$ cat config.mk
export PLATFORM = sky130hd
export DESIGN_NAME = fifo_ring
export DESIGN_NICKNAME = d
export VERILOG_FILES = /design/src/rtl/fifo_ring.sv
export SDC_FILE = /design/constraint.sdc
export NUM_CORES = 1
export LEC_CHECK = 0
export ABC_AREA = 1
export CAP_MARGIN = 20
export CORE_ASPECT_RATIO = 1.2
export CORE_MARGIN = 1.5
export CORE_UTILIZATION = 54
export DETAILED_ROUTE_END_ITERATION = 10
export PLACE_DENSITY = 0.74
export RECOVER_POWER = 25
export SLEW_MARGIN = 10
export SYNTH_ARGS = -nofsm -noshare
export SYNTH_HDL_FRONTEND = slang
export SYNTH_SLANG_ARGS = --single-unit
$ cat constraint.sdc
create_clock -name i_clock -period 2.1 [get_ports i_clock]
set_input_delay 0.315 -clock i_clock [delete_from_list [all_inputs] [get_ports i_clock]]
set_output_delay 0.315 -clock i_clock [all_outputs]
set_load 0.02 [all_outputs]
$ cat src/rtl/fifo_ring.sv
// fifo_ring: ring-buffer FIFO with ready/valid handshakes on both sides,
// first-word-fall-through reads, occupancy count, registered almost-full /
// almost-empty flags and a synchronous flush. Depth need not be a power of two.
module fifo_ring #(
    parameter int FIFO_REG_WIDTH = 8,
    parameter int FIFO_DEPTH     = 16,
    parameter int AFULL_LEVEL    = 12,
    parameter int AEMPTY_LEVEL   = 2
) (
    input  logic                          i_clock,
    input  logic                          i_reset,
    input  logic                          i_flush,
    input  logic                          i_read_ready,
    output logic                          o_read_valid,
    output logic [FIFO_REG_WIDTH-1:0]     o_read_data,
    output logic                          o_write_ready,
    input  logic                          i_write_valid,
    input  logic [FIFO_REG_WIDTH-1:0]     i_write_data,
    output logic [$clog2(FIFO_DEPTH+1)-1:0] o_count,
    output logic                          o_almost_full,
    output logic                          o_almost_empty
);

    localparam int CW = $clog2(FIFO_DEPTH + 1);
    localparam int PW = (FIFO_DEPTH > 2) ? $clog2(FIFO_DEPTH) : 1;

    localparam logic [CW-1:0] DEPTH_C  = CW'(FIFO_DEPTH);
    localparam logic [CW-1:0] AFULL_C  = CW'(AFULL_LEVEL);
    localparam logic [CW-1:0] AEMPTY_C = CW'(AEMPTY_LEVEL);
    localparam logic [PW-1:0] LAST_C   = PW'(FIFO_DEPTH - 1);

`ifndef SYNTHESIS
    // Elaboration-time parameter range checks.
    if (FIFO_REG_WIDTH < 1) begin : g_bad_width
        $error("fifo_ring: FIFO_REG_WIDTH must be >= 1");
    end
    if (FIFO_DEPTH < 2) begin : g_bad_depth
        $error("fifo_ring: FIFO_DEPTH must be >= 2");
    end
    if (AFULL_LEVEL < 1 || AFULL_LEVEL > FIFO_DEPTH) begin : g_bad_afull
        $error("fifo_ring: AFULL_LEVEL must be in 1..FIFO_DEPTH");
    end
    if (AEMPTY_LEVEL < 0 || AEMPTY_LEVEL > FIFO_DEPTH - 1) begin : g_bad_aempty
        $error("fifo_ring: AEMPTY_LEVEL must be in 0..FIFO_DEPTH-1");
    end
`endif

    // Storage is deliberately not reset; a zero count makes its contents irrelevant.
    logic [FIFO_REG_WIDTH-1:0] mem [FIFO_DEPTH];

    logic [PW-1:0] wr_ptr;
    logic [PW-1:0] rd_ptr;
    logic [PW-1:0] wr_ptr_inc;
    logic [PW-1:0] rd_ptr_inc;
    logic [CW-1:0] count;
    logic [CW-1:0] count_next;
    logic          wr;
    logic          rd;
    logic          clear;

    // Handshake signals depend only on registered count (and reset for write side).
    always_comb begin
        o_read_valid  = (count != '0);
        o_write_ready = !i_reset && (count != DEPTH_C);
        wr            = i_write_valid && o_write_ready;
        rd            = o_read_valid && i_read_ready;
        clear         = i_reset || i_flush;
    end

    // Pointer increments wrap explicitly at FIFO_DEPTH-1 so any depth works.
    always_comb begin
        wr_ptr_inc = (wr_ptr == LAST_C) ? '0 : wr_ptr + PW'(1);
        rd_ptr_inc = (rd_ptr == LAST_C) ? '0 : rd_ptr + PW'(1);
    end

    // Next occupancy; reset/flush override any transfer in the same cycle.
    always_comb begin
        count_next = count;
        if (clear) begin
            count_next = '0;
        end else if (wr && !rd) begin
            count_next = count + CW'(1);
        end else if (rd && !wr) begin
            count_next = count - CW'(1);
        end
    end

    // Pointer and count registers.
    always_ff @(posedge i_clock) begin
        if (clear) begin
            wr_ptr <= '0;
            rd_ptr <= '0;
        end else begin
            if (wr) begin
                wr_ptr <= wr_ptr_inc;
            end
            if (rd) begin
                rd_ptr <= rd_ptr_inc;
            end
        end
        count <= count_next;
    end

    // Storage write; a word offered during reset or flush is dropped.
    always_ff @(posedge i_clock) begin
        if (wr && !clear) begin
            mem[wr_ptr] <= i_write_data;
        end
    end

    // Level flags are registered from count_next so they track o_count exactly.
    always_ff @(posedge i_clock) begin
        if (clear) begin
            o_almost_full  <= 1'b0;
            o_almost_empty <= 1'b1;
        end else begin
            o_almost_full  <= (count_next >= AFULL_C);
            o_almost_empty <= (count_next <= AEMPTY_C);
        end
    end

    // First-word-fall-through head and occupancy outputs.
    always_comb begin
        o_read_data = mem[rd_ptr];
        o_count     = count;
    end

`ifndef SYNTHESIS
    // Occupancy and pointer sanity checks.
    always_ff @(posedge i_clock) begin
        if (!i_reset) begin
            assert (count <= DEPTH_C)
                else $error("fifo_ring: count %0d exceeds depth", count);
            assert (wr_ptr <= LAST_C && rd_ptr <= LAST_C)
                else $error("fifo_ring: pointer out of range");
        end
    end
`endif

endmodule

==> results of run 1 <==
critical path, cell delays in order (launching register included):
cell and delay (ns):
dfxtp_4 0.40, buf_12 0.15, buf_6 0.11, mux2i_1 0.11, o211ai_1 0.34, o211ai_1 0.21, nand2_1 0.13, buf_6 0.12
power groups by stage:
stage          clock network [mW]  logic (mW)  registers [mW]
6_report                     3.12       0.577            3.21
4_1_cts                      3.13       0.564            3.21
3_5_place_dp                    0       0.508            3.27
3_3_place_gp                    0       0.494            3.27
5_1_grt                      3.27       0.625            3.21
2_1_floorplan                   0       0.283            3.28
cell usage in the layout (no fill, tap or decap), drive strengths merged, types with 5 or more instances in the layout:
cell type	synthesis	final
inv	55	56
dfxtp	19	19
dlygate4sd3	0	5
o211ai	33	33
ha	7	7
clkbuf	13	19
a21oi	40	40
nor2	28	28
nand2	43	43
edfxtp	128	128
clkdlybuf4s50	0	14
mux2i	32	32
o21ai	48	48
buf	10	59
clkinvlp	0	6
nand3	21	21
kinds of logic (layout without fill, tap and decap cells):
family	Yosys count	in the layout	share of synthesized area [%]
fa+ha+maj	7	7	1.41
xor+xnor	6	6	0.847
buf+inv	79	168	5.28
flops	147	147	68.1
compound gates	121	121	11.2
simple gates	97	97	8.00
mux	32	32	5.16
per-stage QoR:
stage	setup TNS, ns	utilization [%]	setup WS, ns	instances	hold slack (ns)
finish	-0.588	71.0	-0.191	732	0.500
CTS	-0.793	70.1	-0.216	730	0.500
floorplan	-6.93	-	-0.0743	489	0.414
global placement	-0.0666	62.6	-0.0651	687	0.478
detailed placement	-0.227	62.6	-0.118	687	0.481
global route	-1.14	71.0	-0.205	732	0.544
per-layer routing:
metal	part of all wire, %	wire length (um)	global-route usage [%]	vias to the layer above
li1	-	-	-	1912
met1	38	5460	30.0	2007
met2	52	7370	43.3	186
met3	7.2	1040	6.65	37
met4	3.0	429	11.3	0
met5	0	0	0	-
what timing repair did:
action,4_1_cts,5_1_grt
pin swaps,21,17
resized for setup,85,27
setup endpoints to repair,10,42
hold endpoints to repair,0,0
hold buffers,0,0
setup buffers,7,3
cloned,4,0
area by class of cell:
| class | count | area share, % |
|---|---|---|
| Timing Repair Buffer | 80 | 11.4 |
| Tap cell | 154 | 2.44 |
| Multi-Input combinational cell | 263 | 22.2 |
| Clock inverter | 13 | 2.32 |
| Sequential cell | 147 | 53.5 |
| Clock buffer | 19 | 5.47 |
| Inverter | 56 | 2.70 |
state kept, by name (all words and copies together) (netlist names), named ones only:
| register | cells |
|---|---|
| mem | 128 |
| o_almost_empty | 1 |
| o_almost_full | 1 |
| o_count | 5 |
| rd_ptr | 4 |
| wr_ptr | 4 |
final timing paths:
| kind | start | cells after the start | endpoint |
|---|---|---|---|
| max | register | 7 | o_read_data[3] |
| min | rd_ptr[2] | 2 | rd_ptr[2] |
| max reg2reg | o_count[0] | 9 | mem[11][5] |
| min reg2reg | rd_ptr[2] | 2 | rd_ptr[2] |
==> impl_metrics.toml, run 1 <==
[synth]
ys_warn_count = 0
synth_area_mm2 = 0.00621
syn_avg_cell_area_um2 = 12.7
synthTopCellsByCount = "128 x edfxtp_1, 54 x inv_1, 44 x o21ai_0, 40 x a21oi_1, 39 x nand2_1"
synth.area.top_cells = "edfxtp_1 62%, dfxtp_1 6.1%, mux2i_1 5.2%"
yosysSeqAreaShare_pct = 68.1
syn-num-nets = 509
synth-edff-count = 128
yosys.area.top_type_share_pct = 61.9
synthFlopType = "edfxtp_1"
synthMostInstantiatedCell = "edfxtp_1"
syn-instance-count = 489
synth_largest_area_cell = "edfxtp_1"
ys_ff_latch = 147
async_flop_share_pct = 0
yosysUniqueCellTypes = 34

[global_route]
antenna_found_initial = 0
track_usage_pct = 25.4
grt_max_degree = 33
grt_overflow_total = 0
grt_pass1_vias = 4223
grt_pass1_wl_um = 22200

[clock_network]
cts_buffer_depth = 2
path_clk_slew_ns = 0.06
worstSkewPairLatency_ns = 0.42
numClockSinks = 147
clockRootBuffer = "clkbuf_16"
cts_made_buffers = 17
tritoncts = "yes"
cts_max_level = 4

[drt]
ant_nets = 0
post_drt_via_cell_ratio = 5.66
drc = 0
wire_per_inst_um = 19.5
vias = 4142
first_pass_iters = 5
totalWireLength_um = 14300
drtIter0Drc = 401

[power]
p_total_mw = 6.91
leakage_nw = 2.80
power.switching_mw = 1.49
ir_drop_mv = 0.569
p_comb_share_pct = 8.3
power_density_mw_per_mm2 = 874
swShare_pct = 21.5
seqPwrFrac_pct = 46.5
p_int_mw = 5.43
clkPwrFrac_pct = 45.2

[layout]
num_antenna_cells = 0
syn2layout_area_growth_pct = 27.5
nets = 585
finalInstanceArea_mm2 = 0.00791
drive_gt1_share_pct = 23.4
regArea_mm2 = 0.00423
multiInputGateArea_mm2 = 0.00175
fillers = 743

[critical_path]
critPathRequiredTime_ns = 1.78
crit_arrival_ns = 1.98
cp_max_fo = 7
endpoint_kind = "output port"
rrSetupSlack_ns = 0.22
start_kind = "register"
criticalPathCategory = "reg -> out"

[timing]
finalSetupViolCount = 7
fmax_mhz = 436
maxSlewViolCount = 0
clock_skew_ns = 0.00596
period_needed_ns = 2.29
maxSlewHeadroom_pct = 57.1
fin_crit_sh_pct = 109
hold_violations = 0
worst_pin_slew_ns = 0.641
fin_ws_ns = -0.191
rsz0062_at_grt = "yes"

[status]
violations = "negative setup slack"
outcome = "finished with violations"

[placed_design]
dpl_cell_area_mm2 = 0.00697
gp_congestion = 0.775
hpwl_um = 8580
portBuffers = 29

[run]
drv_cap = 0

[min_path]
hold_class = "reg -> reg"

[floorplan]
die_w_um = 101
core_area_mm2 = 0.0111
die-area_mm2 = 0.0121
start_util_pct = 55.7
io_pins = 30
die_h_um = 120
rows = 42
Power figures use the tool's default switching activity.
==> run 2, diff against run 1 <==
--- a/config.mk
+++ b/config.mk
@@ -6,7 +6,7 @@
 export NUM_CORES = 1
 export LEC_CHECK = 0
 export ABC_AREA = 1
-export CAP_MARGIN = 20
+export CAP_MARGIN = 15
 export CORE_ASPECT_RATIO = 1.2
 export CORE_MARGIN = 1.5
 export CORE_UTILIZATION = 54
==> results of run 2 <==
No change in the layout: final DEF, timing and power equal those of run 1.
